### src/rtl/tlu_rx_pkg.sv
`default_nettype none
// ============================================================================
// Package     : tlu_rx_pkg
// Description : Shared types and helpers for the multi-channel TLU receiver.
//               Channel FSM state, first-edge search functions on a
//               deserialized sample word, and a saturating add.
// Revision    : 1.0 - initial release
// ============================================================================
package tlu_rx_pkg;

  // Channel state: waiting for a leading edge, or inside a multi-word pulse
  typedef enum logic [0:0] {
    IDLE = 1'b0,
    HIGH = 1'b1
  } ch_state_t;

  // Search helpers work on a word zero-extended to MAX_S bits; the live part
  // is the low n bits, with bit n-1 the earliest sample (position 0).
  localparam int MAX_S  = 64;
  localparam int MAX_PW = 6;

  // {found, position}
  typedef logic [MAX_PW:0] edge_t;

  // Earliest rising edge; prev stands in for the sample before position 0
  function automatic edge_t first_rise(input logic [MAX_S-1:0] word,
                                       input logic             prev,
                                       input int               n);
    edge_t             res;
    logic              cur;
    logic              prv;
    logic [MAX_PW-1:0] idx;
    res = '0;
    prv = prev;
    cur = 1'b0;
    idx = '0;
    for (int p = 0; p < MAX_S; p++) begin
      if (p < n) begin
        idx = MAX_PW'(n - 1 - p);
        cur = word[idx];
        if (!res[MAX_PW] && cur && !prv)
          res = {1'b1, MAX_PW'(p)};
        prv = cur;
      end
    end
    return res;
  endfunction

  // Earliest falling edge strictly after position pos (pos = -1: whole word)
  function automatic edge_t first_fall_after(input logic [MAX_S-1:0] word,
                                             input logic             prev,
                                             input int               n,
                                             input int               pos);
    edge_t             res;
    logic              cur;
    logic              prv;
    logic [MAX_PW-1:0] idx;
    res = '0;
    prv = prev;
    cur = 1'b0;
    idx = '0;
    for (int p = 0; p < MAX_S; p++) begin
      if (p < n) begin
        idx = MAX_PW'(n - 1 - p);
        cur = word[idx];
        if (!res[MAX_PW] && (p > pos) && !cur && prv)
          res = {1'b1, MAX_PW'(p)};
        prv = cur;
      end
    end
    return res;
  endfunction

  // a + b clipped to max_v
  function automatic int sat_add(input int a, input int b, input int max_v);
    int s;
    s = a + b;
    return (s > max_v) ? max_v : s;
  endfunction

endpackage
`default_nettype wire

### src/rtl/tlu_ch_edge.sv
`default_nettype none
// ============================================================================
// Module      : tlu_ch_edge
// Description : One receiver channel. Polarity inversion, edge extraction
//               across word boundaries, multi-word ToT with saturation,
//               digital-threshold qualification and coincidence window.
// Revision    : 1.0 - initial release
// ============================================================================
module tlu_ch_edge
  import tlu_rx_pkg::*;
#(
  parameter int SAMPLES = 16,
  parameter int TS_W    = 4,
  parameter int TOT_W   = 8,
  parameter int WIN_W   = 8,
  localparam int PW     = $clog2(SAMPLES),
  localparam int T_W    = TS_W + PW
) (
  input  logic               clk,
  input  logic               rst_n,
  input  logic [SAMPLES-1:0] word,
  input  logic [TS_W-1:0]    time_stamp,
  input  logic               en,
  input  logic               en_invert,
  input  logic [TOT_W-1:0]   dig_th,
  input  logic [WIN_W-1:0]   window,
  output logic               hit,
  output logic [T_W-1:0]     last_le,
  output logic [TOT_W-1:0]   last_tot,
  output logic               valid
);

  localparam int TOT_MAX = (1 << TOT_W) - 1;

  ch_state_t          state;
  ch_state_t          state_nx;
  logic [SAMPLES-1:0] s_word;
  logic [MAX_S-1:0]   s_ext;
  logic               prev;
  edge_t              rise;
  edge_t              fall;
  int                 fall_from;
  logic [TOT_W-1:0]   cyc;
  logic [TS_W-1:0]    le_ts;
  logic [PW-1:0]      le_pos;
  logic               start;
  logic               done;
  logic [TOT_W-1:0]   tot;
  logic [T_W-1:0]     le;
  logic               hit_nx;
  logic [WIN_W-1:0]   win_cnt;
  logic [WIN_W-1:0]   win_nx;

  assign s_word = en_invert ? ~word : word;
  assign s_ext  = MAX_S'(s_word);

  // Edge search: in IDLE a fall only counts after the rise, in HIGH anywhere
  always_comb begin
    rise      = first_rise(s_ext, prev, SAMPLES);
    fall_from = (state == IDLE) ? int'(rise[MAX_PW-1:0]) : -1;
    fall      = first_fall_after(s_ext, prev, SAMPLES, fall_from);
  end

  // State register
  always_ff @(posedge clk or negedge rst_n) begin
    if (!rst_n) state <= IDLE;
    else        state <= state_nx;
  end

  // Next state; disabling the channel aborts any pulse in progress
  always_comb begin
    state_nx = state;
    if (!en) begin
      state_nx = IDLE;
    end else begin
      case (state)
        IDLE:    if (rise[MAX_PW] && !fall[MAX_PW]) state_nx = HIGH;
        HIGH:    if (fall[MAX_PW]) state_nx = IDLE;
        default: state_nx = IDLE;
      endcase
    end
  end

  // Per-word outputs: pulse start, completion, ToT and leading-edge time
  always_comb begin
    start = 1'b0;
    done  = 1'b0;
    tot   = '0;
    le    = {le_ts, le_pos};
    if (en) begin
      case (state)
        IDLE: begin
          if (rise[MAX_PW]) begin
            le = {time_stamp, rise[PW-1:0]};
            if (fall[MAX_PW]) begin
              done = 1'b1;
              tot  = TOT_W'(sat_add(int'(fall[MAX_PW-1:0]),
                                    -int'(rise[MAX_PW-1:0]), TOT_MAX));
            end else begin
              start = 1'b1;
            end
          end
        end
        HIGH: begin
          if (fall[MAX_PW]) begin
            done = 1'b1;
            tot  = TOT_W'(sat_add(int'(cyc) * SAMPLES + SAMPLES + int'(fall[MAX_PW-1:0]),
                                  -int'(le_pos), TOT_MAX));
          end
        end
        default: ;
      endcase
    end
  end

  // Qualification and window reload/decay
  always_comb begin
    hit_nx = done && (tot > dig_th);
    if (!en)             win_nx = '0;
    else if (hit_nx)     win_nx = window;
    else if (win_cnt != '0) win_nx = win_cnt - 1'b1;
    else                 win_nx = '0;
  end

  // Datapath registers; prev starts high so a stuck-high line is not an edge
  always_ff @(posedge clk or negedge rst_n) begin
    if (!rst_n) begin
      prev     <= 1'b1;
      cyc      <= '0;
      le_ts    <= '0;
      le_pos   <= '0;
      hit      <= 1'b0;
      last_le  <= '0;
      last_tot <= '0;
      win_cnt  <= '0;
      valid    <= 1'b0;
    end else begin
      prev <= s_word[0];
      if (start) begin
        cyc    <= '0;
        le_ts  <= time_stamp;
        le_pos <= rise[PW-1:0];
      end else if (en && (state == HIGH) && !done && (cyc != '1)) begin
        cyc <= cyc + 1'b1;
      end
      if (done) begin
        last_tot <= tot;
        last_le  <= le;
      end
      hit     <= hit_nx;
      win_cnt <= win_nx;
      valid   <= hit_nx | (win_nx != '0);
    end
  end

endmodule
`default_nettype wire

### src/rtl/tlu_multi_ch_rx.sv
`default_nettype none
// ============================================================================
// Module      : tlu_multi_ch_rx
// Description : N-channel TLU input receiver. Per-channel edge/ToT/threshold
//               processing, then coincidence with veto into a single trigger
//               pulse and a wrapping trigger counter.
// Revision    : 1.0 - initial release
// ============================================================================
module tlu_multi_ch_rx
  import tlu_rx_pkg::*;
#(
  parameter int N_CH    = 4,
  parameter int SAMPLES = 16,
  parameter int TS_W    = 4,
  parameter int TOT_W   = 8,
  parameter int WIN_W   = 8,
  parameter int CNT_W   = 16,
  localparam int PW     = $clog2(SAMPLES),
  localparam int T_W    = TS_W + PW
) (
  input  logic                    CLK40,
  input  logic                    RST_N,
  input  logic [N_CH*SAMPLES-1:0] TDC_IN,
  input  logic [TS_W-1:0]         TIME_STAMP,
  input  logic [N_CH-1:0]         EN,
  input  logic [N_CH-1:0]         EN_INVERT,
  input  logic [TOT_W-1:0]        DIG_TH,
  input  logic [WIN_W-1:0]        WINDOW,
  input  logic [N_CH-1:0]         COINC_MASK,
  input  logic [N_CH-1:0]         VETO_MASK,
  output logic [N_CH-1:0]         HIT,
  output logic [N_CH*T_W-1:0]     LAST_LE,
  output logic [N_CH*TOT_W-1:0]   LAST_TOT,
  output logic [N_CH-1:0]         VALID,
  output logic                    TRIGGER,
  output logic [CNT_W-1:0]        TRG_CNT
);

  logic coinc;
  logic coinc_d;
  logic trg_nx;

  for (genvar c = 0; c < N_CH; c++) begin : g_ch
    tlu_ch_edge #(
      .SAMPLES (SAMPLES),
      .TS_W    (TS_W),
      .TOT_W   (TOT_W),
      .WIN_W   (WIN_W)
    ) u_ch (
      .clk        (CLK40),
      .rst_n      (RST_N),
      .word       (TDC_IN[c*SAMPLES +: SAMPLES]),
      .time_stamp (TIME_STAMP),
      .en         (EN[c]),
      .en_invert  (EN_INVERT[c]),
      .dig_th     (DIG_TH),
      .window     (WINDOW),
      .hit        (HIT[c]),
      .last_le    (LAST_LE[c*T_W +: T_W]),
      .last_tot   (LAST_TOT[c*TOT_W +: TOT_W]),
      .valid      (VALID[c])
    );
  end

  // All required channels inside their window and no veto channel active
  always_comb begin
    coinc  = (|COINC_MASK) & (&(VALID | ~COINC_MASK)) & ~(|(VALID & VETO_MASK));
    trg_nx = coinc & ~coinc_d;
  end

  // Rising edge of coincidence becomes the trigger pulse; count it
  always_ff @(posedge CLK40 or negedge RST_N) begin
    if (!RST_N) begin
      coinc_d <= 1'b0;
      TRIGGER <= 1'b0;
      TRG_CNT <= '0;
    end else begin
      coinc_d <= coinc;
      TRIGGER <= trg_nx;
      if (trg_nx) TRG_CNT <= TRG_CNT + 1'b1;
    end
  end

endmodule
`default_nettype wire
### config.mk
export PLATFORM = sky130hd
export DESIGN_NAME = tlu_multi_ch_rx
export DESIGN_NICKNAME = d
export VERILOG_FILES = /design/src/rtl/tlu_rx_pkg.sv /design/src/rtl/tlu_ch_edge.sv /design/src/rtl/tlu_multi_ch_rx.sv
export SDC_FILE = /design/constraint.sdc
export NUM_CORES = 1
export LEC_CHECK = 0
export CAP_MARGIN = 10
export CORE_ASPECT_RATIO = 1.4
export CORE_MARGIN = 2
export CORE_UTILIZATION = 55
export DETAILED_ROUTE_END_ITERATION = 6
export PLACE_DENSITY = 0.83
export SYNTH_ARGS = -nofsm -noshare
export SYNTH_HDL_FRONTEND = slang
export SYNTH_SLANG_ARGS = --single-unit
### constraint.sdc
create_clock -name CLK40 -period 16 [get_ports CLK40]
set_input_delay 3.2 -clock CLK40 [delete_from_list [all_inputs] [get_ports CLK40]]
set_output_delay 3.2 -clock CLK40 [all_outputs]
set_load 0.01 [all_outputs]
==> results of run 1 <==
## synth_stat cells, types with 14 or more instances
library cell / count / area (sq um)
o22ai_1: 14 / 87.6
nor3_1: 62 / 310
a221o_1: 14 / 140
a31oi_1: 35 / 219
a21oi_1: 132 / 661
a211oi_1: 29 / 218
and3_1: 44 / 275
clkbuf_1: 89 / 334
xnor2_1: 39 / 342
a21o_1: 53 / 398
dfrtp_1: 190 / 4750
nand4_1: 20 / 125
ha_1: 85 / 1060
nand2_1: 252 / 946
or2_2: 22 / 138
or3_1: 18 / 113
nor2b_1: 71 / 444
o21ai_0: 165 / 826
nor2_1: 169 / 634
and2_1: 30 / 188
o21a_1: 23 / 173
inv_1: 94 / 353
nand2b_1: 100 / 626
buf_2: 18 / 90.1
xor2_1: 51 / 447
nand3_1: 78 / 390
mux2_2: 37 / 417
nand3b_1: 14 / 105
o211ai_1: 15 / 113
mux2i_1: 79 / 791
## cells in the final DEF (no fill, tap or decap), types with 11 or more instances in the layout
| cell | count |
|---|---|
| nor2b_1 | 71 |
| nor3b_1 | 11 |
| nand4_1 | 20 |
| a31oi_1 | 35 |
| ha_1 | 85 |
| inv_1 | 94 |
| o21ai_0 | 165 |
| mux2i_1 | 79 |
| o211ai_1 | 15 |
| fa_1 | 12 |
| o32ai_1 | 12 |
| clkdlybuf4s50_1 | 187 |
| nand2_1 | 252 |
| nand2b_1 | 100 |
| o2bb2ai_1 | 12 |
| nand3b_1 | 14 |
| o22ai_1 | 14 |
| nor2_1 | 169 |
| clkbuf_16 | 17 |
| a221oi_1 | 12 |
| o21a_1 | 23 |
| nand3_1 | 78 |
| a21o_1 | 53 |
| or3_1 | 18 |
| xnor2_1 | 39 |
| a211o_1 | 12 |
| nor3_1 | 61 |
| or2_2 | 22 |
| mux2_2 | 37 |
| a221o_1 | 14 |
| a21oi_1 | 132 |
| a211oi_1 | 29 |
| and3_1 | 44 |
| xor2_1 | 51 |
| dfrtp_1 | 190 |
| and2_1 | 30 |
## layer usage
layer | vias to the layer above | GRT usage, % | routed length [microns]
li1 | 8828 | - | -
met1 | 8745 | 33.3 | 20500
met2 | 661 | 51.2 | 26400
met3 | 186 | 4.96 | 2960
met4 | 0 | 15.9 | 2810
met5 | - | 0 | 0
## cell families (layout without fill, tap and decap cells)
group | after synthesis | after routing | synth area share, %
DFF | 194 | 194 | 25.8
buffers and inverters | 231 | 332 | 5.13
muxes | 125 | 125 | 6.95
and+or+nand+nor | 943 | 943 | 25.7
xor gates and xnor gates | 90 | 90 | 4.18
adders and majority gates | 98 | 98 | 6.97
AOI/OAI and AO/OA | 689 | 689 | 25.3
## sequential cells by signal, indices dropped and copies added, names as in the netlist, 4 cells and up
name                count
TRG_CNT                16
g_ch.u_ch.cyc          32
g_ch.u_ch.hit           4
g_ch.u_ch.last_le      32
g_ch.u_ch.last_tot     32
g_ch.u_ch.le_pos       16
g_ch.u_ch.le_ts        16
g_ch.u_ch.prev          4
g_ch.u_ch.state         4
g_ch.u_ch.valid         4
g_ch.u_ch.win_cnt      32
## report_power, final
group / total, mW / internal [mW] / switching (mW)
Clock: 0.459 / 0.266 / 0.192
Combinational: 1.18 / 0.549 / 0.634
Sequential: 0.717 / 0.613 / 0.104
Total: 2.36 / 1.43 / 0.930
## how the worst min path moves through the flow
stage | start | endpoint | slack [ns] | cells after the start
after floorplan | coinc_d | TRIGGER | 0.44 | 1
after global placement | TRG_CNT[15] | TRG_CNT[15] | 0.46 | 1
after detailed placement | TRG_CNT[15] | TRG_CNT[15] | 0.47 | 1
after CTS | TRG_CNT[15] | TRG_CNT[15] | 0.48 | 1
after global routing | TRG_CNT[15] | TRG_CNT[15] | 0.49 | 1
final | TRG_CNT[15] | TRG_CNT[15] | 0.48 | 1
## per-stage QoR
stage	setup slack [ns]	total power, mW	hold WS, ns	area (sq um)
3_5_place_dp	4.05	1.89	0.468	20800
4_1_cts	4.51	2.36	0.478	21400
3_3_place_gp	4.28	1.85	0.463	20800
5_1_grt	3.62	2.53	0.493	21400
2_1_floorplan	6.21	1.49	0.444	18800
6_report	4.28	2.36	0.477	21400
## final cells by class
class	count	share of cell area (%)
Clock buffer	20	2.09
Clock inverter	12	0.824
Inverter	101	1.79
Multi-Input combinational cell	1945	60.8
Sequential cell	194	22.7
Tap cell	451	2.63
Timing Repair Buffer	199	9.15
## worst max-delay path, delay by kind of cell
kind	cells	cell delay, ns
adders and majority gates	4	1.00
AOI/OAI and AO/OA	16	4.04
muxes	2	0.52
buffers and inverters	3	1.53
and+or+nand+nor	9	1.80
==> results.toml, run 1 <==
[outcome]
status = "finished clean"

[cts]
cts-root-buf = "clkbuf_16"
ctsResizeCount = 0
holdBufCountCts = 0
cts_tree = "yes"
numCtsBuffers = 17
cts.sinks = 194
cts_setup_buffers = 0
htreeDepth = 4
cts.clk_slew.worst_paths_ns = 0.07
worstSkewPairLatency_ns = 0.46
clk_path_buf_depth = 2

[layout]
fin_nets = 2657
final_cells = 2922
drive_gt1_share_pct = 5.99
syn2layout_area_growth_pct = 13.7
multi_input_area_sq_um = 13000
fin_util_pct = 63.1
n_fill_cell = 2895
seqCellArea_sq_um = 4860
diodes = 0

[die]
initial_utilization_pct = 55.5
design.core.area_sq_um = 33900
die_area_sq_um = 35800
die-width_microns = 160
die_h_microns = 223
io_pins = 191
fp-row-count = 80

[hold_path]
holdCritPathClass = "reg -> reg"

[critical_path]
cp-end-kind = "flip-flop"
slowest_stage = "a2111oi_0"
crit_required_ns = 16.37
crit_arrival_ns = 12.09
cp_max_fo = 55
crit_type = "in -> reg"
reg2reg_depth = 31
critPathLaunch = "EN_INVERT[2]"
crit_top_cell = "o21ai_0"
r2r_slack_ns = 7.99
crit_end = "g_ch[2].u_ch.win_cnt[3]"
max_stage_delay_ns = 0.84
r2r_end = "g_ch[2].u_ch.win_cnt[3]"
r2r_start = "g_ch[2].u_ch.state"
startpoint_type = "input pin"

[synthesis]
yosysUniqueCellTypes = 110
synth_edf_count = 0
netlist_area_sq_um = 18800
syn_avg_cell_area_sq_um = 7.95
ys_seq_elements = 194
yosysWarnings = 0
synth_flop_cell = "dfrtp_1"
synthArstFlopShare_pct = 100
syn_nets = 2569
syn_inst = 2370
ys_seq_area_share_pct = 25.8

[drt]
wire_per_inst_microns = 18.0
routed_wl_microns = 52700
first_iter_violations = 1318
drc = 0
vias_per_cell = 6.30
drtPass1Iterations = 6
num_vias = 18420
ant_nets = 0

[timing]
period_needed_ns = 11.72
worst_slew_pin_slew_ns = 1.04
slew_viol_final = 0
maxSlewHeadroom_pct = 29.4
setup_violations = 0
rsz0062_at_grt = "false"
fin_tns_setup_ns = 0
fmax_mhz = 85.4
fin_crit_sh_pct = 73.2
finalClockSkew_ns = 0.0120
finalHoldViolCount = 0

[run]
max_cap_viol_count = 0

[global_routing]
grt_use_total_pct = 29.0
grt_pass1_wl_microns = 86200
grt_max_degree = 126
first_global_vias = 17879
antenna_found_initial = 0
grt-ovfl-total = 0

[pwr]
p_leak_nw = 9.33
ir_drop_mv = 0.0715
p_per_area_nw_per_um2 = 110

[place]
port-buffer-count = 190
placed_cells = 2889
hpwlAfterDp_microns = 40100
gp_congestion = 0.986
No activity file was read; power rests on OpenSTA's default activity.
==> inputs of run 2 (changes only) <==
Clock period 16 ns to 11.3 ns, I/O delays scaled along.
==> run 2 against run 1 <==
  * Sequential share of layout area hardly changed
  * Highest routed layer unchanged
  * Flip-flop and latch count stayed put
  * Via count is 0.72% higher
  * Wire length is 1.1% higher
  * Critical path depth is 2 higher
  * Global-route usage is 0.15 points higher
  * Sequential power is 41% higher
  * Combinational power is 42% higher
  * Setup slack worse by 3.3 ns
==> results.toml, run 2 (same netlist as run 1, synthesis figures left out) <==
[pwr]
ir_drop_mv = 0.122
internal_power_mw = 1.96
p_switching_mw = 1.34
p_total_mw = 3.30
swShare_pct = 40.6
combPwrFrac_pct = 51.0
power_frac_clock_pct = 18.3
p_per_area_nw_per_um2 = 154
p_leak_nw = 9.32
pwr-share-seq_pct = 30.7

[global_routing]
grt_max_degree = 78
grt_use_total_pct = 29.2
grt-ovfl-total = 0
antenna_found_initial = 0
first_global_vias = 18063
grt_pass1_wl_microns = 86600

[die]
fp-row-count = 80
die_h_microns = 223
initial_utilization_pct = 55.5
die_area_sq_um = 35800
die-width_microns = 160
io_pins = 191
design.core.area_sq_um = 33900

[critical_path]
startpoint_type = "input pin"
slowest_stage = "clkdlybuf4s50_1"
crit_arrival_ns = 10.68
crit_type = "in -> reg"
cp_max_fo = 12
max_stage_delay_ns = 0.62
cp-end-kind = "flip-flop"
crit_required_ns = 11.63

[cts]
htreeDepth = 4
cts_tree = "yes"
clk_path_buf_depth = 2
worstSkewPairLatency_ns = 0.45
cts_setup_buffers = 0
ctsResizeCount = 0
numCtsBuffers = 17
cts.clk_slew.worst_paths_ns = 0.07
cts-root-buf = "clkbuf_16"
holdBufCountCts = 0
cts.sinks = 194

[layout]
fin_nets = 2658
final_cells = 2923
n_fill_cell = 2946
final_cell_mix = "252 x nand2_1, 190 x dfrtp_1, 187 x clkdlybuf4s50_1"
diodes = 0
syn2layout_area_growth_pct = 13.5
mostFrequentLayoutCell = "nand2_1"
drive_gt1_share_pct = 6.11
stdcell_area_sq_um = 21400

[place]
hpwlAfterDp_microns = 40900
gp_congestion = 0.948
post-place-ws_ns = 0.661
place_area_sq_um = 20800
port-buffer-count = 190
placed_cells = 2891

[drt]
wire_per_inst_microns = 18.2
drc = 0
vias_per_cell = 6.35
ant_nets = 0
num_vias = 18553
routed_wl_microns = 53300
first_iter_violations = 1394
drtPass1Iterations = 6

[timing]
fin_tns_setup_ns = 0
fmax_mhz = 96.6
setup_violations = 0
period_needed_ns = 10.35
slew_viol_final = 0
maxSlewHeadroom_pct = 30.8
finalHoldViolCount = 0
fin_crit_sh_pct = 91.6
finalClockSkew_ns = 0.00699
setup_ws_ns = 0.951
worst_slew_pin_slew_ns = 1.03
rsz0062_at_grt = "false"

[run]
max_cap_viol_count = 0

[outcome]
status = "finished clean"

[hold_path]
holdCritPathClass = "reg -> reg"
-- run 2: changes by cell type in the layout (fill, tap and decap cells not counted) --
cell	delta
buf_4	+2
bufinv_16	-3
buf_2	-1
clkbuf_1	-2
inv_6	+3
clkinv_2	-3
clkinv_4	+4
inv_8	+1
-- run 2: power by group through the flow --
| stage | clock network [mW] | registers [mW] | logic (mW) |
|---|---|---|---|
| 2_1_floorplan | 0 | 1.01 | 1.10 |
| 3_3_place_gp | 0 | 1.02 | 1.60 |
| 3_5_place_dp | 0 | 1.02 | 1.65 |
| 4_1_cts | 0.614 | 1.01 | 1.67 |
| 5_1_grt | 0.642 | 1.03 | 1.86 |
| 6_report | 0.603 | 1.01 | 1.68 |
-- run 2: final timing paths --
check / startpoint / end / slack (ns) / depth (start not counted)
setup / recovery: TDC_IN[52] / g_ch[3].u_ch.win_cnt[6] / 0.95 / 36
hold / removal: coinc_d / TRIGGER / 0.49 / 1
setup reg to reg: g_ch[3].u_ch.prev / g_ch[3].u_ch.win_cnt[6] / 3.38 / 34
min in group asynchronous: RST_N / TRG_CNT[15] / 1.79 / 1
max in group asynchronous: RST_N / g_ch[2].u_ch.le_ts[0] / 7.52 / 3
hold reg to reg: coinc_d / TRIGGER / 0.49 / 1
-- run 2: final cells by class --
cell class,count,area [sq um],share of cell area (%)
sequential,194,4860,22.7
clock buffer,18,439,2.05
clock inverter,14,144,0.673
inverter,101,384,1.80
tap,451,564,2.64
timing repair buffer,200,1970,9.21
multi-input combinational,1945,13000,60.9
-- run 2: per-stage QoR --
stage	util (%)	hold WS, ns
finish	63.0	0.488
global route	63.0	0.508
CTS	63.0	0.492
detailed placement	61.3	0.466
global placement	61.3	0.462
floorplan	-	0.444
-- run 2: worst max-delay path: cells and delay by family --
kind	cells	cell delay, ns
adders and majority gates	4	1.26
buffers and inverters	1	0.62
and+or+nand+nor	15	3.39
AOI/OAI and AO/OA	15	2.76
muxes	1	0.39
-- run 2: metal layers --
metal	track usage, %	vias to the layer above	routed length (microns)
met5	0	-	0
met1	33.3	8941	20900
li1	-	8844	-
met4	15.4	0	2670
met2	52.7	606	27000
met3	4.02	162	2660
==> inputs of run 3 (changes only) <==
Settings changed: ABC_AREA set to 1.
==> run 3 against run 2 <==
  * Clock power fell by 4.1%
  * Cell count rose by 1.9%
  * Sequential power rose by 13%
  * Sequential share of layout area rose by 2.0 points
  * Maximum frequency fell by 1.6%
  * First-iteration DRC count fell by 24%
  * Core utilization rose by 2.1 points
  * Combinational power rose by 54%
  * Clock-buffer cell count fell by 1
  * Flip-flop and latch count did not move
==> results.toml, run 3 <==
[layout]
final_cells = 2979
final_cell_mix = "546 x nand2_1, 416 x inv_1, 232 x nor2_1"
diodes = 0
fin_nets = 2780
drive_gt1_share_pct = 6.98
mostFrequentLayoutCell = "nand2_1"
syn2layout_area_growth_pct = 16.2

[global_routing]
grt_use_total_pct = 27.7
first_global_vias = 16073
grt_pass1_wl_microns = 73600
antenna_found_initial = 0
grt_max_degree = 76
grt-ovfl-total = 0

[place]
placed_cells = 2947
hpwlAfterDp_microns = 35800
port-buffer-count = 190
post-place-ws_ns = -0.203
gp_congestion = 0.945

[drt]
drtPass1Iterations = 7
vias_per_cell = 5.54
met1_length_microns = 17300
first_iter_violations = 1061
num_vias = 16516
wl_met2_microns = 23700
drc = 0
ant_nets = 0
dr_wl_met3_microns = 2030
wire_per_inst_microns = 15.1
routed_wl_microns = 45100
dr.max_layer_used = "met4"

[die]
initial_utilization_pct = 56.1
die_area_sq_um = 32200
design.core.area_sq_um = 30100
fp-row-count = 75
die-width_microns = 152
die_h_microns = 211
io_pins = 191

[timing]
maxSlewHeadroom_pct = 43.6
setup_ws_ns = 0.788
fmax_mhz = 95.1
finalClockSkew_ns = 0.00878
rsz0062_at_grt = "false"
fin_tns_setup_ns = 0
fin_crit_sh_pct = 93.0
finalHoldViolCount = 0
slew_viol_final = 0
setup_violations = 0
worst_slew_pin_slew_ns = 0.844
period_needed_ns = 10.51

[synthesis]
synth_area_leaders = "dfrtp_1 28%, nand2_1 12%, inv_1 9.2%, ha_1 6.3%, o21ai_0 5.5%"
synth_compound_area_share_pct = 14.1
syn_inst = 2411
syn_nets = 2610
ys_seq_area_share_pct = 28.8
synthArstFlopShare_pct = 100
syn_avg_cell_area_sq_um = 7.01
synthAdderAreaFrac_pct = 7.72
synth_flop_cell = "dfrtp_1"
yosysTopAreaCellShare_pct = 28.1
netlist_area_sq_um = 16900
synth_edf_count = 0
yosysUniqueCellTypes = 74
ys_seq_elements = 194
post-synth-top-count-cell = "nand2_1"
synth-xor-area-share_pct = 6.52
yosysTopAreaCell = "dfrtp_1"
synthSimpleGateAreaFrac_pct = 31.0
yosys-mux-area-fraction_pct = 0.0667
ys_top_cells_by_count = "546 x nand2_1, 416 x inv_1, 232 x nor2_1"
yosysWarnings = 0
synth_top_family_by_area = "simple AND/OR/NAND/NOR gates"

[cts]
clk_path_buf_depth = 2
worstSkewPairLatency_ns = 0.46
cts_setup_buffers = 0
htreeDepth = 4
cts_tree = "yes"
cts.clk_slew.worst_paths_ns = 0.07
cts-root-buf = "clkbuf_16"
cts.sinks = 194
numCtsBuffers = 17

[critical_path]
max_stage_delay_ns = 0.54
crit_arrival_ns = 10.85
crit_top_cell = "nor2_1"
cp-end-kind = "flip-flop"
crit_type = "in -> reg"
slowest_stage = "clkdlybuf4s50_1"
cp_max_fo = 13
crit_required_ns = 11.64
startpoint_type = "input pin"

[hold_path]
holdCritPathClass = "reg -> reg"

[pwr]
p_leak_nw = 10.1
p_per_area_nw_per_um2 = 219
p_total_mw = 4.30
ir_drop_mv = 0.151

[outcome]
status = "finished clean"

[run]
max_cap_viol_count = 0
## run 3: changes by cell type in the layout (fill, tap and decap cells not counted), sizes merged, moves of 43 or more
cell,previous run,this run
mux2,46,1
mux2i,79,0
and3,44,1
inv,105,438
a21oi,134,61
nand2,253,561
nand2b,100,1
a21o,53,4
nand3,78,160
nor2b,72,0
nor2,170,261
## run 3: final timing paths
| path | startpoint | end | slack [ns] | depth (start not counted) |
|---|---|---|---|---|
| max in group asynchronous | RST_N | g_ch[3].u_ch.win_cnt[0] | 7.53 | 3 |
| worst max-delay path | EN_INVERT[2] | g_ch[2].u_ch.valid | 0.79 | 49 |
| min in group asynchronous | RST_N | g_ch[0].u_ch.le_pos[0] | 1.80 | 1 |
| worst min register to register | TRG_CNT[15] | TRG_CNT[15] | 0.48 | 1 |
| worst max register to register | g_ch[2].u_ch.prev | g_ch[2].u_ch.valid | 2.94 | 48 |
| worst min-delay path | TRG_CNT[15] | TRG_CNT[15] | 0.48 | 1 |
## run 3: what timing repair did
| item | 4_1_cts | 5_1_grt |
|---|---|---|
| hold buffers | 0 | 0 |
| gates resized for setup | 0 | 12 |
| endpoints found under the setup margin | 0 | 19 |
## run 3: kinds of logic after synthesis
logic type / count (synthesis)
compound gates: 398
flops: 194
fa+ha+maj: 97
mux: 1
simple gates: 1128
buf+inv: 483
xor+xnor: 110
## run 3: worst max-delay path, delay by kind of cell
kind	cells	cell delay [ns]
simple gates	28	4.02
compound gates	9	1.97
buf+inv	7	1.35
fa+ha+maj	4	0.95
xor+xnor	1	0.30
## run 3: final cells by class
class                   instances  area, sq um
clock buffers                  17          425
repair buffers                199         1990
clock inverters                15          126
flip-flops and latches        194         4860
multi-input cells            1734        10100
fillers                      2599        10500
inverters                     435         1630
well taps                     385          482
## run 3: layer usage
layer	GRT usage, %	vias to the layer above
met2	52.3	524
met5	0	-
met4	13.7	0
met3	3.81	135
li1	-	8125
met1	30.3	7732
## run 3: through the flow
| step | utilization (%) | hold WS [ns] | cell area [sq um] |
|---|---|---|---|
| after global placement | 63.1 | 0.459 | 19000 |
| after floorplan | - | 0.435 | 16900 |
| after detailed placement | 63.1 | 0.465 | 19000 |
| after CTS | 64.9 | 0.475 | 19600 |
| final | 65.2 | 0.477 | 19600 |
| after global routing | 65.2 | 0.496 | 19600 |
## run 3: where the power goes
part | internal, mW | switching [mW]
Sequential | 0.951 | 0.192
Combinational | 1.04 | 1.55
Clock | 0.288 | 0.291
Total | 2.27 | 2.03
==> RTL edit (config.mk and constraints of run 2) <==
`WIN_W` is set to 8 in 2 places; all go to 10.
--- a/src/rtl/tlu_ch_edge.sv
+++ b/src/rtl/tlu_ch_edge.sv
@@ -14,3 +14,3 @@
   parameter int TOT_W   = 8,
-  parameter int WIN_W   = 8,
+  parameter int WIN_W   = 10,
   localparam int PW     = $clog2(SAMPLES),
--- a/src/rtl/tlu_multi_ch_rx.sv
+++ b/src/rtl/tlu_multi_ch_rx.sv
@@ -15,3 +15,3 @@
   parameter int TOT_W   = 8,
-  parameter int WIN_W   = 8,
+  parameter int WIN_W   = 10,
   parameter int CNT_W   = 16,
Ports: changed (resized WINDOW); port bits go from 191 to 193. No check against the original RTL was run, so the function may have changed too.
==> RTL edit against run 2 <==
The run now ends with design-rule violations left. Area after synthesis grew 2.2%. Register-to-register slack lost 0.27 ns. Via count grew 3.7%. Wire length grew 5.0%. Setup slack lost 0.17 ns. Final cell count grew 3.5%. Sequential cell count grew 8. Power grew 9.4%. Non-clock buffer count grew 7. Cell area grew 3.1%. Largest power group unchanged. Highest routed layer unchanged.
==> RTL edit: results (changes against run 2) <==
.. list-table::
   :header-rows: 1

   * - Metric
     - Value
   * - Max rail drop VDD
     - 0.0001058 V (-13%)
   * - Startpoint of the tightest hold check path
     - g_ch[0].u_ch.last_tot[3]$_DFFE_PN0P_
   * - Violations in the final reports
     - design-rule violations
   * - Clock latency reported for the late side of the worst-skew pair
     - 0.53 ns (+0.08 ns)
   * - Post-synth cell types
     - 105 (-4.5%)
   * - Wire length of the first global-routing pass
     - 89.67 mm (+3.5%)
   * - Number of design rule violations left after detail routing
     - 14 (+14)
   * - Slowest Stage Delay on Critical Path
     - 0.76 ns (+0.14 ns)
   * - IO Port Bufs
     - 192 (+1.1%)
   * - All-layer global routing usage
     - 29.58% (+0.41 points)
   * - Slew @ Worst Pin
     - 1.041 ns (+0.01614 ns)
   * - TritonCTS Buffers
     - 23 (+6)
   * - Worst clock skew
     - 0.01633 ns (+0.009339 ns)
   * - Post-Synth Adder-Cell Area
     - 6.509% (-0.46 points)
   * - Share of the synthesized area in compound gates (AO/OA/AOI/OAI)
     - 26.24% (+0.96 points)
   * - Slowest CP cell
     - sky130_fd_sc_hd__o221ai_1
   * - First-pass detailed-route iteration total
     - 7 (+1)
   * - Mux cell area share after synthesis
     - 6.002% (-0.94 points)
   * - Final HPWL from detailed placement
     - 41.93 mm (+2.5%)
   * - Buffer levels on the longest clock path
     - 3 (+1)
   * - Run status
     - finished, violations left
   * - Reg-to-Reg Start
     - g_ch[1].u_ch.prev$_DFF_PN1_
   * - Nets
     - 2,747 (+3.3%)
   * - Post-DR vias/cell
     - 6.363 (+0.25%)
   * - Routability congestion estimate
     - 0.9497 (+0.17%)
   * - DRC marker count from the first detailed-route iteration
     - 1,766 (+27%)
   * - Leading post-synthesis cells by cell area
     - sky130_fd_sc_hd__dfrtp_1 26%, sky130_fd_sc_hd__o21ai_0 6.1%, sky130_fd_sc_hd__ha_1 5.3%
   * - Setup slack of the worst register-to-register path
     - 3.11 ns (-0.27 ns)
   * - Xor and xnor fraction of the mapped netlist area
     - 4.229% (+0.045 points)
   * - Delay-heaviest family, CP
     - compound AO/OA/AOI/OAI gates
   * - Filler Cell Count
     - 2,997 (+1.7%)
   * - Sequential-to-total area share from yosys stat
     - 26.27% (+0.48 points)
==> RTL edit: layout make-up <==
cell class,count,area share (%)
flip-flops and latches,202,22.95
clock inverters,12,0.9081
diodes,1,0.01135
clock buffers,30,2.957
repair buffers,207,9.178
multi-input cells,2024,59.84
well taps,456,2.588
inverters,92,1.566
==> RTL edit: timing repair <==
action | in CTS | in global routing
hold buffers | 0 | 0
endpoints found under the hold margin | 0 | 0
setup endpoints to repair | 0 | 1
resized for setup | 0 | 1
==> RTL edit: kinds of logic (layout without fill, tap and decap cells) <==
| logic type | Yosys count | count (layout) |
|---|---|---|
| xor gates and xnor gates | 93 | 93 |
| adders and majority gates | 93 | 93 |
| AOI/OAI and AO/OA | 765 | 765 |
| and+or+nand+nor | 964 | 964 |
| buffers and inverters | 244 | 341 |
| other | 0 | 1 |
| muxes | 109 | 109 |
| DFF | 202 | 202 |
==> RTL edit: power groups by stage <==
stage                     Combinational, W  Clock (W)  Sequential [W]
after floorplan                    0.00111          0         0.00107
after global placement             0.00161          0         0.00107
after detailed placement           0.00166          0         0.00108
after CTS                          0.00168   0.000857         0.00107
after global routing               0.00187   0.000883         0.00109
final                              0.00170   0.000845         0.00107
==> RTL edit: final timing paths <==
kind / endpoint / cells after the start
worst max-delay path: g_ch[1].u_ch.win_cnt[3]$_DFF_PN0_ / 29
worst min-delay path: g_ch[0].u_ch.last_tot[3]$_DFFE_PN0P_ / 1
worst max register to register: g_ch[1].u_ch.win_cnt[3]$_DFF_PN0_ / 25
worst min register to register: g_ch[0].u_ch.last_tot[3]$_DFFE_PN0P_ / 1
max in group asynchronous: g_ch[1].u_ch.last_tot[2]$_DFFE_PN0P_ / 2
min in group asynchronous: g_ch[0].u_ch.last_le[4]$_DFFE_PN0P_ / 1
==> RTL edit: through the flow <==
| stage | instances | area [um^2] | power (W) | util [%] | setup WS [ns] |
|---|---|---|---|---|---|
| after floorplan | 2470 | 19260 | 0.002181 | - | 2.174 |
| final | 3024 | 22040 | 0.003612 | 63.42 | 0.7846 |
| after global placement | 2981 | 21190 | 0.002678 | 60.95 | 0.6807 |
| after detailed placement | 2981 | 21190 | 0.002741 | 60.95 | 0.3723 |
| after CTS | 3023 | 22040 | 0.003605 | 63.40 | 0.8474 |
| after global routing | 3023 | 22040 | 0.003845 | 63.41 | 0.1207 |
==> RTL edit: layer usage <==
metal	vias up	GRT usage [%]	part of all wire, %
li1	9121	-	-
met1	9133	35.45	39
met2	795	52.67	50
met3	193	2.558	5.8
met4	0	15.30	5.2
met5	-	0	0
